$ cat src/rtl/des_expand_mix.sv
// Purpose : DES round front end, registers E(R) XOR K as eight 6-bit S-box groups B1..B8.
// Latency : 1 cycle from accept to OUT_VALID when the main register is empty or popping.
// Backpr. : main + one-entry skid register; IN_READY (registered) drops only when both are full.
//
// Ports:
//   CLK, RST              sole clock; synchronous active-high reset
//   R_IN[32:1]            right half, DES bit n = R_IN[33-n]
//   K_IN[48:1]            round subkey, DES bit n = K_IN[49-n]
//   IN_VALID / IN_READY   input handshake
//   B_OUT[48:1]           E(R) XOR K, group Bk = B_OUT[54-6k:49-6k] (B1 at the top)
//   OUT_VALID / OUT_READY output handshake
//   TAG_IN / TAG_OUT      4-bit round tag carried with each word
//                         (present only when DES_EXPAND_TAG_EN is defined)

module des_expand_mix (
  input  logic        CLK,
  input  logic        RST,
  input  logic [32:1] R_IN,
  input  logic [48:1] K_IN,
  input  logic        IN_VALID,
  output logic        IN_READY,
`ifdef DES_EXPAND_TAG_EN
  input  logic [4:1]  TAG_IN,
  output logic [4:1]  TAG_OUT,
`endif
  output logic [48:1] B_OUT,
  output logic        OUT_VALID,
  input  logic        OUT_READY
);

  // ---------------------------------------------------------------------------
  // E-expansion: pure wiring. Output DES bit m = 6(k-1)+j sits at B index
  // 49-m = 55-6k-j and takes DES R bit 4k-5+j, with 0 -> 32 and 33 -> 1.
  // ---------------------------------------------------------------------------
  logic [48:1] e_r;
  logic [48:1] exp_xor_k;

  for (genvar k = 1; k <= 8; k++) begin : g_grp
    for (genvar j = 1; j <= 6; j++) begin : g_bit
      localparam int DRAW = 4 * k - 5 + j;
      localparam int DBIT = (DRAW == 0) ? 32 : ((DRAW == 33) ? 1 : DRAW);
      assign e_r[55 - 6 * k - j] = R_IN[33 - DBIT];
    end
  end

  assign exp_xor_k = e_r ^ K_IN;

  // ---------------------------------------------------------------------------
  // Main (M) and skid (S) registers
  // ---------------------------------------------------------------------------
  logic        m_vld_q, m_vld_d;
  logic [48:1] m_dat_q, m_dat_d;
  logic        s_vld_q, s_vld_d;
  logic [48:1] s_dat_q, s_dat_d;
  // Held low through reset so the upstream never sees a ready block while RST is high.
  logic        rdy_q,   rdy_d;

  logic accept;
  logic pop;
  logic m_free;
  logic m_load_s;
  logic m_load_in;
  logic s_load_in;

  assign accept = IN_VALID & rdy_q;
  assign pop    = m_vld_q & OUT_READY;
  assign m_free = ~m_vld_q | pop;

  always_comb begin
    m_load_s  = 1'b0;
    m_load_in = 1'b0;
    s_load_in = 1'b0;
    m_vld_d   = m_vld_q;
    s_vld_d   = s_vld_q;

    if (m_free) begin
      if (s_vld_q) begin
        // Skid word moves forward; a concurrent accept refills the skid.
        m_load_s  = 1'b1;
        m_vld_d   = 1'b1;
        s_load_in = accept;
        s_vld_d   = accept;
      end else begin
        // Empty skid: new word goes straight to M, keeping full throughput.
        m_load_in = accept;
        m_vld_d   = accept;
      end
    end else if (accept) begin
      // M stalled: park the new word in the skid.
      s_load_in = 1'b1;
      s_vld_d   = 1'b1;
    end

    rdy_d = ~s_vld_d;
  end

  always_comb begin
    m_dat_d = m_dat_q;
    s_dat_d = s_dat_q;
    if (m_load_s) begin
      m_dat_d = s_dat_q;
    end else if (m_load_in) begin
      m_dat_d = exp_xor_k;
    end
    if (s_load_in) begin
      s_dat_d = exp_xor_k;
    end
  end

  always_ff @(posedge CLK) begin
    if (RST) begin
      m_vld_q <= 1'b0;
      m_dat_q <= '0;
      s_vld_q <= 1'b0;
      s_dat_q <= '0;
      rdy_q   <= 1'b0;
    end else begin
      m_vld_q <= m_vld_d;
      m_dat_q <= m_dat_d;
      s_vld_q <= s_vld_d;
      s_dat_q <= s_dat_d;
      rdy_q   <= rdy_d;
    end
  end

`ifdef DES_EXPAND_TAG_EN
  // Tags follow exactly the same load decisions as the data words.
  logic [4:1] m_tag_q, m_tag_d;
  logic [4:1] s_tag_q, s_tag_d;

  always_comb begin
    m_tag_d = m_tag_q;
    s_tag_d = s_tag_q;
    if (m_load_s) begin
      m_tag_d = s_tag_q;
    end else if (m_load_in) begin
      m_tag_d = TAG_IN;
    end
    if (s_load_in) begin
      s_tag_d = TAG_IN;
    end
  end

  always_ff @(posedge CLK) begin
    if (RST) begin
      m_tag_q <= '0;
      s_tag_q <= '0;
    end else begin
      m_tag_q <= m_tag_d;
      s_tag_q <= s_tag_d;
    end
  end

  assign TAG_OUT = m_tag_q;
`endif

  assign B_OUT     = m_dat_q;
  assign OUT_VALID = m_vld_q;
  assign IN_READY  = rdy_q;

endmodule
$ cat config.mk
export PLATFORM = sky130hd
export DESIGN_NAME = des_expand_mix
export DESIGN_NICKNAME = d
export VERILOG_FILES = /design/src/rtl/des_expand_mix.sv
export SDC_FILE = /design/constraint.sdc
export NUM_CORES = 1
export LEC_CHECK = 0
export BUFFER_PORTS_ARGS = -buffer_cell sky130_fd_sc_hd__buf_4
export CAP_MARGIN = 25
export CORE_ASPECT_RATIO = 0.75
export CORE_MARGIN = 1
export CORE_UTILIZATION = 50
export CTS_BUF_LIST = sky130_fd_sc_hd__clkbuf_16
export DETAILED_ROUTE_END_ITERATION = 12
export GPL_TIMING_DRIVEN = 0
export PLACE_DENSITY = 0.77
export SLEW_MARGIN = 20
export SYNTH_ARGS = -nofsm -noshare
export SYNTH_HDL_FRONTEND = slang
export SYNTH_SLANG_ARGS = --single-unit
$ cat constraint.sdc
create_clock -name CLK -period 1.88 [get_ports CLK]
set_clock_uncertainty 0.05 [all_clocks]
set_input_delay 0.282 -clock CLK [delete_from_list [all_inputs] [get_ports CLK]]
set_output_delay 0.282 -clock CLK [all_outputs]
set_load 0.03 [all_outputs]
==> summary.md, run 1 <==
| Metric | Value |
|---|---|
| Fmax | `roughly 0.60 GHz` |
| H-tree Lvls | `3` |
| Commonest cells after routing, fill and taps aside | `136 x buf_4, 99 x dfxtp_1, 60 x a211oi_1` |
| GRT overflow | `0` |
| TritonCTS clock tree | `yes` |
| Setup_tns | `0 ps` |
| Total core area | `around 9100 um2` |
| Leak pwr | `2.520 nW` |
| Mapped Nets | `567` |
| Clock sink count | `99` |
| Register area share after synthesis | `42.26%` |
| Final hold slack | `approximately 310 ps` |
| Antenna Nets Post-Route | `0` |
| Min Tclk post-route | `1673 ps` |
| Hpwl dp | `between 8000 and 9000 um` |
| Synth warnings | `0` |
| # diodes | `0` |
| Cells after synthesis | `483` |
| Worst Path Max Fanout | `10` |
| RSZ-0062 raised after global routing | `no` |
| Commonest non-fill, non-tap cell in the layout | `buf_4` |
| Synth unique cells | `27` |
| Clock Latency Late Sink | `340 ps` |
| Max Root-Sink Buffers | `2` |
| Outcome | `finished, final reports clean` |
| Worst slew pin tran | `523.9 ps` |
| Number of core rows | `30` |
| CTS root buffer | `clkbuf_16` |
| Crit path DAT | `1870 ps` |
| CP Data Required Time | `2070 ps` |
| Hold_buf cts | `0` |
| Pin count of the biggest net entering global routing | `16` |
| Final period utilization | `88.99%` |
| Slew Viols, Final | `0` |
| Fraction of layout cells with a size suffix above 1 | `29.21%` |
| Crit end category | `register` |
| Tot Pwr | `4.889 mW` |
| Drt pass-1 iters | `5` |
| Fill count | `750` |
| Gpl congestion | `between 0.8 and 0.9` |
| Die Area | `9774 um2` |
| Die span in y | `around 86 um` |
| Layout area overhead | `30.50%` |
| Top-level I/O count | `around 130` |
| CP Class | `register to register` |
| Post-CTS setup buffer count | `0` |
| Setup violations, final | `0` |
| Initial antenna violation count | `0` |
| Startpoint types | `register` |
| Vias in the first global route | `4062` |
| Mean Syn Cell Area | `9.709 um2` |
| # DRC | `0` |
| Starting Density | `~52%` |
| CTS resizes | `0` |
| Final #Nets | `between 700 and 800` |
| Post-Syn Area | `4689 um2` |
| GRT Util Overall | `25.18%` |
| DR vias/cell | `5.459` |
| Port Buffers | `between 100 and 150` |
| Pre-CTS WS | `about 260 ps` |
| Final hold vios | `0` |
| Drt first-iter violations | `between 150 and 200` |
| Worst VDD drop | `506.4 uV` |
| Wire per inst | `16.05 um` |
| Pwr Density | `799.0 nW/um2` |
| Final WL | `12160 um` |
| Via count | `4138` |
| First-pass GRT wire length | `19570 um` |
| Min-delay worst type | `input port to register` |
| Total of max-cap violations | `0` |
| Die Span X | `roughly 110 um` |
| Yosys reg bits | `99` |
| Final setup margin | `207.0 ps` |
| Cts bufs inserted | `9` |
| Slew margin rel. | `65.07%` |
| Clock transition at path regs | `70 ps` |
metrics by stage:
stage          area, um2  std cells  utilization, %
5_1_grt             6120        758           67.37
2_1_floorplan       4690        483               -
6_report            6120        758           67.37
4_1_cts             6120        758           67.37
3_3_place_gp        5833        742           64.21
3_5_place_dp        5833        742           64.21
logic make-up (layout without fill, tap and decap cells):
kind of cell,after synthesis,in the layout,share of synthesized area [%]
AO/OA/AOI/OAI,182,182,31.64
flip-flops,99,99,42.26
buffers and inverters,99,246,9.979
XOR/XNOR,48,48,8.965
AND/OR/NAND/NOR,40,40,3.549
multiplexers,15,15,3.602
sequential cells by signal, summed over array words and instances, names as in the netlist:
| signal | cells |
|---|---|
| IN_READY | 1 |
| OUT_VALID | 1 |
| B_OUT | 48 |
| s_dat_q | 48 |
| s_vld_q | 1 |
worst paths after layout:
kind,start,endpoint,slack [ps],depth (start not counted)
hold / removal,IN_VALID,s_dat_q[1],310,3
hold reg to reg,s_dat_q[9],s_dat_q[9],400,2
setup / recovery,IN_READY,s_dat_q[20],210,5
setup reg to reg,IN_READY,s_dat_q[20],210,5
critical path, stage by stage (launching register included):
cell and delay [ps]:
dfxtp_1 340, buf_4 180, nand2_1 220, a21o_1 330
buf_6 190, a211oi_1 260
final cells by class:
cell class | instances | area, um2 | area share (%)
tap | 128 | 160.2 | 2.617
buffer | 50 | 284.0 | 4.641
sequential | 99 | 1982 | 32.39
inverter | 49 | 183.9 | 3.006
multi-input combinational | 285 | 2240 | 36.60
timing repair buffer | 131 | 983.4 | 16.07
clock inverter | 7 | 61.31 | 1.002
clock buffer | 9 | 225.2 | 3.680
cell usage after synthesis:
library cell	instances	area [um2]
xnor2_1	33	289.0
a211oi_1	60	450.4
clkbuf_1	28	105.1
dfxtp_1	99	1982
xor2_1	15	131.4
o21ai_0	32	160.2
mux2_2	11	123.9
nand2b_1	1	6.260
nor3_2	1	10.01
a22o_1	48	420.4
o31ai_1	1	7.510
mux2_1	4	45.04
a211oi_2	3	37.54
o21ba_2	1	10.01
and3b_1	1	8.760
nor2_1	1	3.750
buf_6	9	101.4
o2111a_1	33	371.6
inv_1	48	180.2
nor2b_1	1	6.260
nand2_1	35	131.4
inv_2	1	3.750
buf_2	8	40.04
a21oi_2	1	8.760
a21o_1	1	7.510
a21oi_1	2	10.01
buf_4	5	37.54
report_power, final:
part           switching [mW]  total [mW]  internal (mW)
registers              0.0504        2.24           2.19
logic                   0.468       0.855          0.387
clock network           0.782        1.80           1.01
total                    1.30        4.89           3.59
layer usage:
layer,GRT usage (%),part of all wire (%),vias to the layer above
met5,0,0,-
met4,7.084,1.1,0
met3,4.947,4.8,17
met2,40.91,46,142
met1,34.25,48,1945
li1,-,-,2034
No activity file was read; power rests on OpenSTA's default activity.
==> run 2, diff against run 1 <==
--- a/config.mk
+++ b/config.mk
@@ -14,6 +14,7 @@
 export DETAILED_ROUTE_END_ITERATION = 12
 export GPL_TIMING_DRIVEN = 0
 export PLACE_DENSITY = 0.77
+export REMOVE_ABC_BUFFERS = 1
 export SLEW_MARGIN = 20
 export SYNTH_ARGS = -nofsm -noshare
 export SYNTH_HDL_FRONTEND = slang
==> run 2 against run 1 <==
Net effect: total power down 2.7%; global-route usage down 0.72 points; via count down 1.9%; final cell count down 4.5%; register-to-register slack worse by 70 ps; wire length down 0.55%; critical path depth unchanged; die area unchanged; non-clock buffer count down 36; worst setup slack worse by 66 ps; hold slack better by 7.5 ps; critical path type unchanged; largest cell class unchanged.
==> summary.md, run 2 (synthesized netlist as in run 1, its figures left out) <==
| Metric | Value |
|---|---|
| # diodes | `0` |
| Routed wl met2 | `5575 um` |
| TritonCTS clock tree | `yes` |
| Total of max-cap violations | `0` |
| Critical Path Max Stage Delay | `between 400 and 500 ps` |
| Hold worst-path end | `B_OUT[22]` |
| Vias in the first global route | `3843` |
| H-tree Lvls | `3` |
| Final #Nets | `675` |
| Worst Path Max Fanout | `32` |
| Critical path cell sequence | `buf_12, inv_6, a21o_4, buf_12, a211oi_1` |
| Worst slew pin tran | `660.7 ps` |
| Final hold slack | `between 300 and 400 ps` |
| Pwr Density | `782.2 nW/um2` |
| Hold depth | `4` |
| Port Buffers | `133` |
| Die Area | `9774 um2` |
| Post-Layout Inst Area | `between 6000 and 7000 um2` |
| Fraction of layout cells with a size suffix above 1 | `a little under a third` |
| Gpl congestion | `0.7741` |
| Layout area overhead | `29.72%` |
| Critical path buffers and inverters | `3` |
| RSZ-0062 raised after global routing | `no` |
| Reg2reg end | `s_dat_q[12]` |
| First-pass GRT wire length | `approximately 19000 um` |
| Outcome | `finished, final reports clean` |
| Die Span X | `between 100 and 150 um` |
| Total core area | `9084 um2` |
| Final period utilization | `between 90% and 100%` |
| Cts bufs inserted | `9` |
| Number of core rows | `30` |
| Min Tclk post-route | `~1700 ps` |
| Worst path slowest cell | `dfxtp_4` |
| DR vias/cell | `5.608` |
| Initial antenna violation count | `0` |
| Slew Viols, Final | `0` |
| Final hold vios | `0` |
| Tot Pwr | `between 4 and 5 mW` |
| Hpwl dp | `6919 um` |
| Max Root-Sink Buffers | `2` |
| Starting Density | `51.63%` |
| Drt pass-1 iters | `4` |
| DP Area | `between 5000 and 6000 um2` |
| Final WL | `12100 um` |
| Crit path DAT | `1930 ps` |
| Clock transition at path regs | `about 70 ps` |
| CP Data Required Time | `slightly above 2000 ps` |
| Leak pwr | `2.499 nW` |
| Wire per inst | `16.71 um` |
| R2R cell count | `5` |
| GRT overflow | `0` |
| Top-level I/O count | `134` |
| Top layer in use | `met4` |
| CP Class | `register to register` |
| Commonest non-fill, non-tap cell in the layout | `buf_4` |
| Commonest cells after routing, fill and taps aside | `136 x buf_4, 97 x dfxtp_1, 60 x a211oi_1` |
| Pin count of the biggest net entering global routing | `55` |
| CP top delay family | `compound AO/OA/AOI/OAI gates` |
| Core Util, Final | `66.97%` |
| Worst VDD drop | `487.5 uV` |
| Min-delay worst type | `input port to register` |
| Die span in y | `about 86 um` |
| Hold path startpoint | `R_IN[15]` |
| Fmax | `0.5751 GHz` |
| CTS root buffer | `clkbuf_16` |
| Routed wl met3 | `just over 800 um` |
| Setup violations, final | `0` |
| Wire length on met1 | `5638 um` |
| Crit end category | `register` |
| GRT Util Overall | `approximately 24%` |
| Antenna Nets Post-Route | `0` |
| Worst R2R Start | `s_vld_q` |
| # DRC | `0` |
| Slew margin rel. | `55.95%` |
| Via count | `4060` |
| Crit path top cell by count | `buf_12` |
| Clock sink count | `99` |
| Clock Latency Late Sink | `330 ps` |
| Reg2reg setup slack | `140 ps` |
| Startpoint types | `register` |
| Drt first-iter violations | `300` |
## run 2: cell types whose count changed in the layout (fill, tap and decap cells not counted), moves of 3 or more
cell and delta:
buf_8 +3, buf_6 -7, clkbuf_1 -28, buf_12 +3, buf_2 -8, clkinv_2 +3
## run 2: per-stage QoR
step | setup slack, ps | std cells | setup TNS (ps)
6_report | 141.3 | 724 | 0
5_1_grt | 53.12 | 724 | 0
4_1_cts | 18.26 | 720 | 0
3_5_place_dp | -791.5 | 700 | -35980
3_3_place_gp | -3415 | 694 | -311480
2_1_floorplan | -1776 | 433 | -169890
## run 2: how the worst max path moves through the flow
stage / from / slack [ps] / cells past startpoint / to
3_3_place_gp: s_vld_q / -3410 / 3 / B_OUT[42]
4_1_cts: IN_READY / 20 / 4 / s_dat_q[12]
6_report: s_vld_q / 140 / 5 / s_dat_q[12]
2_1_floorplan: s_vld_q / -1780 / 3 / B_OUT[10]
5_1_grt: s_vld_q / 50 / 5 / s_dat_q[2]
3_5_place_dp: IN_READY / -790 / 4 / s_dat_q[12]
## run 2: routing by layer
layer	GRT usage [%]	up-vias
li1	-	1978
met4	6.612	0
met3	5.442	4
met5	0	-
met2	40.13	171
met1	32.63	1907
## run 2: layout make-up
cell class                      instances  area (um2)
Clock buffer                            9       225.2
Clock inverter                          7       36.28
Fill cell                             718        3000
Inverter                               49       188.9
Multi-Input combinational cell        287        2302
Sequential cell                        99        1989
Tap cell                              128       160.2
Timing Repair Buffer                  145        1181
## run 2: worst reg2reg max path: cells and delay by family (launching register included)
family	cells	cell delay [ps]
flops	1	450
compound gates	2	600
buf+inv	3	540
## run 2: repair_timing
action / 4_1_cts / 5_1_grt
hold endpoints to repair: 0 / 0
setup endpoints to repair: 98 / 72
pin swaps: 0 / 1
cloned: 1 / 2
gates resized for setup: 5 / 3
setup buffers: 3 / 2
hold buffers: 0 / 0
## run 2: where the power goes
group / internal, mW / total [mW] / switching [mW]
Combinational: 0.387 / 0.845 / 0.458
Sequential: 2.19 / 2.25 / 0.0622
Clock: 0.882 / 1.67 / 0.785
==> run 3, diff against run 2 <==
--- a/config.mk
+++ b/config.mk
@@ -14,6 +14,7 @@
 export DETAILED_ROUTE_END_ITERATION = 12
 export GPL_TIMING_DRIVEN = 0
 export PLACE_DENSITY = 0.77
+export RECOVER_POWER = 25
 export REMOVE_ABC_BUFFERS = 1
 export SLEW_MARGIN = 20
 export SYNTH_ARGS = -nofsm -noshare
==> run 3 against run 2 <==
Net effect: non-clock buffer count stayed put; critical path depth stayed put; final cell count stayed put; wire length hardly changed; combinational power is 4.9% lower; core utilization is 1.5 points lower; final area is 2.3% lower; flip-flop and latch count stayed put.
==> summary.md, run 3 (synthesized netlist as in run 1, its figures left out) <==
| Metric | Value |
|---|---|
| Commonest non-fill, non-tap cell in the layout | `buf_4` |
| Number of core rows | `30` |
| Final period utilization | `92.24%` |
| CTS root buffer | `clkbuf_16` |
| # diodes | `0` |
| Outcome | `finished, final reports clean` |
| Clock Latency Late Sink | `340 ps` |
| Drt first-iter violations | `about 300` |
| Pre-CTS WS | `-791.5 ps` |
| Switching power | `1.305 mW` |
| Crit path DAT | `1930 ps` |
| Worst slew pin tran | `652.3 ps` |
| RSZ-0062 raised after global routing | `no` |
| Hold_buf cts | `0` |
| Initial antenna violation count | `0` |
| GRT overflow | `0` |
| Vias in the first global route | `3843` |
| Min Tclk post-route | `1734 ps` |
| Drt pass-1 iters | `4` |
| Final hold vios | `0` |
| CP Data Required Time | `around 2100 ps` |
| Clock sink count | `99` |
| GRT Util Overall | `24.46%` |
| Cts bufs inserted | `9` |
| # DRC | `0` |
| Total of max-cap violations | `0` |
| Pin count of the biggest net entering global routing | `55` |
| Wire per inst | `16.71 um` |
| Setup violations, final | `0` |
| Startpoint types | `register` |
| Final #Nets | `approximately 680` |
| Internal Power | `3.412 mW` |
| First-pass GRT wire length | `19000 um` |
| CP Class | `register to register` |
| Top-level I/O count | `134` |
| Max Root-Sink Buffers | `2` |
| DR vias/cell | `5.653` |
| Layout area overhead | `26.76%` |
| Min-delay worst type | `input port to register` |
| Final WL | `12100 um` |
| Fmax | `between 0.5 and 0.6 GHz` |
| Final setup margin | `145.9 ps` |
| Port Buffers | `approximately 130` |
| Starting Density | `51.63%` |
| Die Span X | `113.8 um` |
| Worst VDD drop | `479.8 uV` |
| Die Area | `9774 um2` |
| Sw frac | `~28%` |
| Sequential Power Share | `47.6%` |
| Slew margin rel. | `approximately 57%` |
| Gpl congestion | `0.7741` |
| Clock transition at path regs | `70 ps` |
| H-tree Lvls | `3` |
| Via count | `~4000` |
| Core Util, Final | `65.44%` |
| TritonCTS clock tree | `yes` |
| Pwr Density | `793.4 nW/um2` |
| Leak pwr | `roughly 2.3 nW` |
| Slew Viols, Final | `0` |
| Antenna Nets Post-Route | `0` |
| Total core area | `about 9100 um2` |
| Die span in y | `85.87 um` |
| Power share of the clock group | `between 30% and 40%` |
| Commonest cells after routing, fill and taps aside | `99 x buf_4, 97 x dfxtp_1, 60 x a211oi_1` |
| Hpwl dp | `6919 um` |
| Comb pwr share | `17.1%` |
| Worst Path Max Fanout | `32` |
| Fraction of layout cells with a size suffix above 1 | `24.83%` |
| Crit end category | `register` |
==> run 3: layout make-up <==
type	count	area, um2
clock buffers	9	225.2
clock inverters	7	36.28
fillers	771	3139
inverters	49	188.9
multi-input cells	287	2302
flip-flops and latches	99	1989
well taps	128	160.2
repair buffers	145	1042
==> run 3: through the flow <==
| step | cell area, um2 | setup TNS (ps) | instances | hold slack [ps] | power [mW] |
|---|---|---|---|---|---|
| floorplan | 4405 | -169890 | 433 | 296.6 | 2.709 |
| global placement | 5564 | -311480 | 694 | 387.5 | 3.075 |
| detailed placement | 5692 | -35980 | 700 | 388.3 | 3.107 |
| CTS | 6036 | 0 | 720 | 314.3 | 4.769 |
| global route | 5944 | 0 | 724 | 330.9 | 4.887 |
| finish | 5944 | 0 | 724 | 322.1 | 4.717 |
==> run 3: final timing paths <==
check | startpoint | endpoint | slack, ps | depth (start not counted)
hold reg to reg | s_dat_q[2] | s_dat_q[2] | 400 | 2
setup reg to reg | s_vld_q | s_dat_q[12] | 150 | 5
hold / removal | R_IN[15] | B_OUT[22] | 320 | 4
setup / recovery | s_vld_q | s_dat_q[12] | 150 | 5
==> run 3: critical path: stages, from the launching register on <==
cell and delay (ps):
dfxtp_4 460, buf_12 210, inv_6 130, a21o_4 300, buf_12 190, a211oi_1 270
==> run 3: metal layers <==
metal | up-vias | wire, um | track usage, %
met5 | - | 0 | 0
met4 | 0 | 85 | 6.612
met3 | 8 | 863 | 5.442
met2 | 167 | 5553 | 40.13
met1 | 1937 | 5597 | 32.63
li1 | 1981 | - | -
==> run 3: what timing repair did <==
item | CTS | global route
buffers inserted | 3 | 2
gates cloned | 1 | 2
setup endpoints to repair | 98 | 72
gates resized for setup | 5 | 3
pin swaps | 0 | 1
endpoints found under the hold margin | 0 | 0
==> run 3: power groups by stage <==
stage / sequential, mW / clock (mW) / combinational [mW]
after floorplan: 2.42 / 0 / 0.289
after global placement: 2.30 / 0 / 0.776
after detailed placement: 2.30 / 0 / 0.808
after CTS: 2.25 / 1.69 / 0.830
after global routing: 2.25 / 1.77 / 0.860
final: 2.25 / 1.67 / 0.804
